<file path="src/rtl/dmem_pkg.sv">
// Shared defaults, controller state encoding and byte-lane mask helper for dmem_ctrl.
package dmem_pkg;

  localparam int DEF_DATA_W = 16;
  localparam int DEF_ADDR_W = 16;
  localparam int DEF_DEPTH  = 8;

  // Widest word the mask helper supports; callers truncate to their own DATA_W.
  localparam int MAX_DATA_W = 1024;
  localparam int MAX_BE_W   = MAX_DATA_W / 8;

  typedef enum logic {
    ST_INIT = 1'b0,
    ST_RUN  = 1'b1
  } state_e;

  function automatic logic [MAX_DATA_W-1:0] be_mask(input logic [MAX_BE_W-1:0] be);
    logic [MAX_DATA_W-1:0] m;
    m = '0;
    for (int i = 0; i < MAX_BE_W; i++) begin
      m[8*i +: 8] = {8{be[i]}};
    end
    return m;
  endfunction

endpackage

</file>
<file path="src/rtl/dmem_array.sv">
// Single-port word storage with per-byte-lane write enables and combinational read.
module dmem_array
  import dmem_pkg::*;
#(
  parameter int  DATA_W = DEF_DATA_W,
  parameter int  DEPTH  = DEF_DEPTH,
  localparam int AW     = $clog2(DEPTH),
  localparam int BE_W   = DATA_W / 8
) (
  input  logic              clk,
  input  logic              we,
  input  logic [AW-1:0]     addr,
  input  logic [DATA_W-1:0] wdata,
  input  logic [BE_W-1:0]   be,
  output logic [DATA_W-1:0] rdata
);

  logic [DATA_W-1:0] mem_q [DEPTH];
  logic [DATA_W-1:0] lane_mask;

  assign lane_mask = DATA_W'(be_mask(MAX_BE_W'(be)));

  always_ff @(posedge clk) begin
    if (we) begin
      mem_q[addr] <= (mem_q[addr] & ~lane_mask) | (wdata & lane_mask);
    end
  end

  assign rdata = mem_q[addr];

endmodule

</file>
<file path="src/rtl/dmem_ctrl.sv">
// Data memory controller: valid/ready request, one-cycle registered response, range check.
// Optional post-reset zero-fill of the array is built when DMEM_CLEAR_EN is defined.
module dmem_ctrl
  import dmem_pkg::*;
#(
  parameter int  DATA_W = DEF_DATA_W,
  parameter int  ADDR_W = DEF_ADDR_W,
  parameter int  DEPTH  = DEF_DEPTH,
  localparam int BE_W   = DATA_W / 8
) (
  input  logic              clk,
  input  logic              rst_n,
  input  logic              req_valid,
  output logic              req_ready,
  input  logic              req_we,
  input  logic [ADDR_W-1:0] req_addr,
  input  logic [DATA_W-1:0] req_wdata,
  input  logic [BE_W-1:0]   req_be,
  output logic              rsp_valid,
  input  logic              rsp_ready,
  output logic [DATA_W-1:0] rsp_rdata,
  output logic              rsp_err,
  output logic              init_done
);

  localparam int AW = $clog2(DEPTH);
  localparam logic [ADDR_W:0] DEPTH_L = (ADDR_W+1)'(DEPTH);

  state_e            state_q, state_d;
  logic              rsp_valid_q, rsp_valid_d;
  logic [DATA_W-1:0] rsp_rdata_q, rsp_rdata_d;
  logic              rsp_err_q, rsp_err_d;

  logic              in_range, accept;
  logic              mem_we;
  logic [AW-1:0]     mem_addr;
  logic [DATA_W-1:0] mem_wdata, mem_rdata;
  logic [BE_W-1:0]   mem_be;

`ifdef DMEM_CLEAR_EN
  logic [AW-1:0]     clr_cnt_q, clr_cnt_d;
  logic              clr_last_q, clr_last_d;
`endif

  assign init_done = (state_q == ST_RUN);
  assign req_ready = init_done && (!rsp_valid_q || rsp_ready);
  assign in_range  = ({1'b0, req_addr} < DEPTH_L);
  assign accept    = req_valid && req_ready;

  assign rsp_valid = rsp_valid_q;
  assign rsp_rdata = rsp_rdata_q;
  assign rsp_err   = rsp_err_q;

  dmem_array #(
    .DATA_W (DATA_W),
    .DEPTH  (DEPTH)
  ) u_array (
    .clk   (clk),
    .we    (mem_we),
    .addr  (mem_addr),
    .wdata (mem_wdata),
    .be    (mem_be),
    .rdata (mem_rdata)
  );

  always_comb begin
    state_d   = state_q;
    mem_we    = accept && req_we && in_range;
    mem_addr  = req_addr[AW-1:0];
    mem_wdata = req_wdata;
    mem_be    = req_be;
`ifdef DMEM_CLEAR_EN
    clr_cnt_d  = clr_cnt_q;
    clr_last_d = clr_last_q;
    // One word per cycle, then one extra cycle before RUN so init_done lands DEPTH+1 edges after release.
    if (state_q == ST_INIT) begin
      if (clr_last_q) begin
        state_d = ST_RUN;
      end else begin
        mem_we     = rst_n;
        mem_addr   = clr_cnt_q;
        mem_wdata  = '0;
        mem_be     = '1;
        clr_cnt_d  = clr_cnt_q + AW'(1);
        clr_last_d = (clr_cnt_q == AW'(DEPTH - 1));
      end
    end
`else
    if (state_q == ST_INIT) begin
      state_d = ST_RUN;
    end
`endif
  end

  always_comb begin
    rsp_valid_d = rsp_valid_q;
    rsp_rdata_d = rsp_rdata_q;
    rsp_err_d   = rsp_err_q;
    if (accept) begin
      rsp_valid_d = 1'b1;
      rsp_err_d   = !in_range;
      rsp_rdata_d = (!req_we && in_range) ? mem_rdata : '0;
    end else if (rsp_ready) begin
      rsp_valid_d = 1'b0;
      rsp_rdata_d = '0;
      rsp_err_d   = 1'b0;
    end
  end

  always_ff @(posedge clk or negedge rst_n) begin
    if (!rst_n) begin
      state_q     <= ST_INIT;
      rsp_valid_q <= 1'b0;
      rsp_rdata_q <= '0;
      rsp_err_q   <= 1'b0;
`ifdef DMEM_CLEAR_EN
      clr_cnt_q   <= '0;
      clr_last_q  <= 1'b0;
`endif
    end else begin
      state_q     <= state_d;
      rsp_valid_q <= rsp_valid_d;
      rsp_rdata_q <= rsp_rdata_d;
      rsp_err_q   <= rsp_err_d;
`ifdef DMEM_CLEAR_EN
      clr_cnt_q   <= clr_cnt_d;
      clr_last_q  <= clr_last_d;
`endif
    end
  end

endmodule

</file>
<file path="config.mk">
export PLATFORM = sky130hd
export DESIGN_NAME = dmem_ctrl
export DESIGN_NICKNAME = d
export VERILOG_FILES = /design/src/rtl/dmem_pkg.sv /design/src/rtl/dmem_array.sv /design/src/rtl/dmem_ctrl.sv
export SDC_FILE = /design/constraint.sdc
export NUM_CORES = 1
export LEC_CHECK = 0
export BUFFER_PORTS_ARGS = -buffer_cell sky130_fd_sc_hd__buf_2
export CAP_MARGIN = 0
export CORE_ASPECT_RATIO = 1.2
export CORE_UTILIZATION = 58
export DETAILED_ROUTE_END_ITERATION = 10
export GPL_ROUTABILITY_DRIVEN = 0
export MAX_ROUTING_LAYER = met4
export PLACE_DENSITY = 0.79
export SLEW_MARGIN = 20
export SYNTH_ARGS = -nofsm -noshare
export SYNTH_HDL_FRONTEND = slang
export SYNTH_SLANG_ARGS = --single-unit
export TNS_END_PERCENT = 10
</file>
<file path="constraint.sdc">
create_clock -name clk -period 4.2 [get_ports clk]
set_clock_uncertainty 0.1 [all_clocks]
set_input_delay 0.84 -clock clk [delete_from_list [all_inputs] [get_ports clk]]
set_output_delay 0.84 -clock clk [all_outputs]
set_load 0.02 [all_outputs]
</file>
### Word-level counts from Yosys, hierarchy flattened

Memory sizes are Yosys's and may differ from the RTL's.
Index checks and enable logic that the tools add are counted.

| cells by class | value |
|---|---|
| add/sub/neg operators | 0 |
| multipliers | 0 |
| div/mod/pow operators | 0 |
| magnitude comparators | 1 |
| eq/ne operators | 0 |
| shift-type cells | 0 |
| mux-type cells | 8 |
| bitwise operators | 4 |
| reduce and logical (&&, ||, !) cells | 10 |

Operator list:

| operator | number |
|---|---|
| 16-bit two-way mux | 3 |
| 16-bit AND | 2 |
| 16-bit by 4-bit < comparator with 1-bit output, second input constant | 1 |
| 16-bit inverter | 1 |
| 16-bit OR | 1 |
| 1-bit logical AND | 5 |
| 1-bit two-way mux | 5 |
| 1-bit zero test | 3 |
| 2-bit nonzero test | 1 |
| 1-bit logical OR | 1 |

| storage, ports and cells | value |
|---|---|
| flip-flop bits (word level) | 19 |
| latch bits | 0 |
| bits in writable memories | 128 |
| bits in read-only memories | 0 |
| bits of input ports | 39 |
| output and inout port bits | 20 |
| memories kept | 1 |

Memories:

| memory | depth | bits a word | read ports | clocked after Yosys merged registers in | wr ports | line | source |
|---|---|---|---|---|---|---|---|
| u_array.mem_q | 8 | 16 | 1 | 0 | 1 | dmem_array.sv:18 | `logic [DATA_W-1:0] mem_q [DEPTH];` |

### Depth between registers and ports, before layout

| logic depth | value |
|---|---|
| word-level depth | 8 |
| depth in mapped cells | 5 |

### Hierarchy

A second synthesis with hierarchy kept.

| unflattened totals | value |
|---|---|
| cells, all modules | 402 |
| area total of the unflattened synthesis | 6572.6 µm² |

By module, submodules not included:

| module | times used | cells an instance | area an instance (µm²) | seq. area each (µm²) |
|---|---|---|---|---|
| dmem_array | 1 | 311 | 5524.0 | 3843.7 |
| dmem_ctrl | 1 | 91 | 1048.5 | 475.5 |

### Least setup slack after synthesis

No wires, ideal clock.

| path | value |
|---|---|
| path type | input -> register |
| start point | input req_addr[12] |
| end point | memory u_array.mem_q[3][0] (netlist bit), enable pin |
| setup time | 0.430 ns |
| arrival | 3.170 ns |
| data required time | 3.670 ns |
| path slack | 0.500 ns |
| stages | 4 |
| path buffers | 1 |
| path through | nor4_1 nand3_1 buf_2 nor4_1 |

| on the way | value |
|---|---|
| word-level cells in the longest chain between the ends | 4 |

RTL lines:

| item | line | source |
|---|---|---|
| start: declaration | dmem_ctrl.sv:16 | `input logic [ADDR_W-1:0] req_addr,` |
| 16-bit by 4-bit < comparator with 1-bit output | dmem_ctrl.sv:47 | `assign in_range = ({1'b0, req_addr} < DEPTH_L);` |
| 1-bit logical AND | dmem_ctrl.sv:68 | `mem_we = accept && req_we && in_range;` |
| 1-bit two-way mux | dmem_array.sv:24 | `if (we) begin` |
| 1-bit two-way mux (not written as such) | dmem_array.sv:25 | `mem_q[addr] <= (mem_q[addr] & ~lane_mask) \| (wdata & lane_mask);` |
| end: declaration | dmem_array.sv:18 |  |

Every way passes these cells.

### Worst setup path in the final report

| path | value |
|---|---|
| start point | input req_addr[0] |
| end point | memory u_array.mem_q[1][15] (netlist bit), data pin |

| on the way | value |
|---|---|
| word-level cells in the longest chain between the ends | 3 |

RTL lines:

| item | line |
|---|---|
| memory 8 x 16 bit | n/a |
| 16-bit AND | dmem_array.sv:25 |
| 16-bit OR | dmem_array.sv:25 |

Every way passes these cells.

==> results.cfg <==
[timing]
fin_crit_ps = 2940
relSlewSlack_pct = 30.4
hold_slack_ps = 247
finalHoldViolations = 0
rsz0062_at_grt = no
drv_slew = 0
tns_ps = 0
worst_slew_pin_slew_ps = 1040
min_period_over_period_pct = 70.1
fmax_mhz = 340
setup_viol = 0

[synthesis]
synthCells = 310
ys_seq_area_share_pct = 72.9
avgSynthCellArea_sq_um = 19.1
syn-num-nets = 349
ys_ff_latch = 147
synth_area_sq_um = 5920
yosysWarnings = 0
ys_types = 28

[place]
io_buffers = 58
dp.final_hpwl_um = 7300

[cells_and_area]
antenna_cells = 0
drive_above_1_share_pct = 34.3
seqCellArea_sq_um = 4320
utilization_pct = 69.9
multiInputGateArea_sq_um = 1520
n_fill_cell = 594
layout-area-overhead-vs-synth_pct = 17.5
fin_nets = 422

[global_route]
grt_max_degree = 35
grt_usage_pct = 26.2
grt_pass1_wl_um = 18800
grt_pass1_vias = 3402
grt_antenna_before_repair = 0
grt_overflow = 0

[setup_path]
required_ps = 4200
endpoint_kind = register
rrSetupSlack_ps = 1840
crit_chain = buf_2, buf_4, mux4_2, mux2i_1, o21ai_1
setup.worst_path.start_class = input pin
path_max_fanout = 33
path_class = input pin to register
critical_path.max_stage_delay_ps = 760
cp.arrival_ps = 2950
cp_slowest_cell = buf_2

[clock_tree]
ctsResizeCount = 0
cts_buffer_depth = 2
cts.clk_slew.worst_paths_ps = 60
numCtsBuffers = 17
cts_sinks = 147
hold_buffers = 0
cts_tree = yes
ctsHtreeMaxLevel = 4
clk_latency_ps = 420
root_buffer = clkbuf_16
cts_setup_buffers = 0

[routing]
wire_per_inst_um = 23.6
routed_via_density = 6.34
vias = 3307
dr.first_iter.drc_count = 218
drt_wl_total_um = 12300
drcViolationCount = 0
drtPass1Iterations = 4
final_antenna_net_count = 0

[pwr]
p_leak_nw = 2.49
vdd_drop_max_v = 0.000298
p_total_mw = 3.17
power_density_nw_per_um2 = 455

[die]
core-area_sq_um = 9960
num_rows = 40
fp.dieH_um = 113
fp.dieW_um = 94.3
io_pins = 59
start_util_pct = 59.5
die-area_sq_um = 10600

[min_path]
hp-class = input pin to async pin

[job]
max_cap_violations = 0

[outcome]
status = completed
[metal layers]
metal	GRT usage, %	vias up	part of all wire, %
met5	-	-	0
met4	12.2	0	1.9
met3	7.59	23	8.0
met2	40.1	176	52
met1	32.4	1659	38
li1	-	1449	-
[final timing paths]
| check | from | to | cells past startpoint |
|---|---|---|---|
| worst max register to register | rsp_valid$_DFFE_PN0P_ | rsp_rdata[12]$_DFFE_PN0P_ | 3 |
| worst max-delay path | req_addr[0] | u_array.mem_q[1][15]$_DFFE_PP_ | 5 |
| max in group asynchronous | rst_n | init_done$_DFF_PN0_ | 1 |
| worst min register to register | rsp_err$_DFFE_PN0P_ | rsp_err$_DFFE_PN0P_ | 2 |
| min in group clk | rsp_err$_DFFE_PN0P_ | rsp_err$_DFFE_PN0P_ | 2 |
| worst min-delay path | rst_n | rsp_rdata[10]$_DFFE_PN0P_ | 1 |
[cell usage in the layout (no fill, tap or decap)]
cell,n
clkinv_4,1
nand2_1,21
edfxtp_1,128
nor4_2,9
or2_2,1
nor4_1,1
clkbuf_16,17
buf_4,15
a21oi_1,1
mux4_1,5
inv_1,3
buf_2,58
mux2i_1,16
clkinv_1,5
clkbuf_1,1
o21ai_1,16
a2bb2oi_1,1
nand2b_1,4
o311ai_0,16
nand3_1,2
dfrtp_1,19
nor2_1,1
clkinv_2,5
conb_1,1
and2_1,1
bufinv_16,2
clkinvlp_4,1
o31ai_1,16
nand4b_1,1
nor3_1,1
mux4_2,27
[cell type report]
cell class                      instances  area share, %
Clock inverter                         14           1.73
Timing Repair Buffer                   73           5.79
Inverter                                3          0.162
Multi-Input combinational cell        141           21.8
Sequential cell                       147           62.1
Tap cell                              126           2.26
Clock buffer                           18           6.17
[flip-flops by register name (all words and copies together), names as in the netlist]
name	flops
init_done	1
u_array.mem_q	128
rsp_err	1
rsp_valid	1
rsp_rdata	16
[critical path: cells and delay by family]
| kind | cells | cell delay (ps) |
|---|---|---|
| buffers and inverters | 2 | 1060 |
| muxes | 2 | 780 |
| AOI/OAI and AO/OA | 1 | 220 |
[synth_stat cells (all sizes together)]
cell / n / share of area [%]
nor3: 1 / 0.084
o31ai: 16 / 2.0
nand2b: 4 / 0.42
mux4: 32 / 12
or2: 1 / 0.11
a21oi: 1 / 0.084
o311ai: 16 / 2.4
a2bb2oi: 1 / 0.15
nor2: 1 / 0.063
nand4b: 1 / 0.15
nand2: 21 / 1.3
dfrtp: 19 / 8.0
nor4: 10 / 1.2
conb: 1 / 0.063
o21ai: 16 / 1.4
inv: 3 / 0.19
and2: 1 / 0.11
edfxtp: 128 / 65
mux2i: 16 / 2.7
nand3: 2 / 0.17
clkbuf: 5 / 0.32
buf: 14 / 1.8
[through the flow]
stage	setup WS, ps	area (sq um)	instances
global route	1100	6960	522
detailed placement	845	6410	490
global placement	922	6410	490
finish	1260	6960	522
CTS	1220	6960	522
floorplan	500	5920	310
[power by group]
| part | switching (mW) | internal, mW | leakage [nW] |
|---|---|---|---|
| Sequential | 0.00524 | 1.61 | 1.41 |
| Clock | 0.546 | 0.856 | 0.271 |
| Combinational | 0.0974 | 0.0572 | 0.804 |
[kinds of logic (layout without fill, tap and decap cells)]
kind of cell           after synthesis  in the layout  share of synthesized area (%)
AO/OA/AOI/OAI                       50             50                           5.98
other                                1              1                         0.0633
multiplexers                        48             48                           15.2
flip-flops                         147            147                           72.9
buffers and inverters               22            108                           2.28
AND/OR/NAND/NOR                     42             42                           3.59
Note: power is estimated with default switching activity, not from simulation.
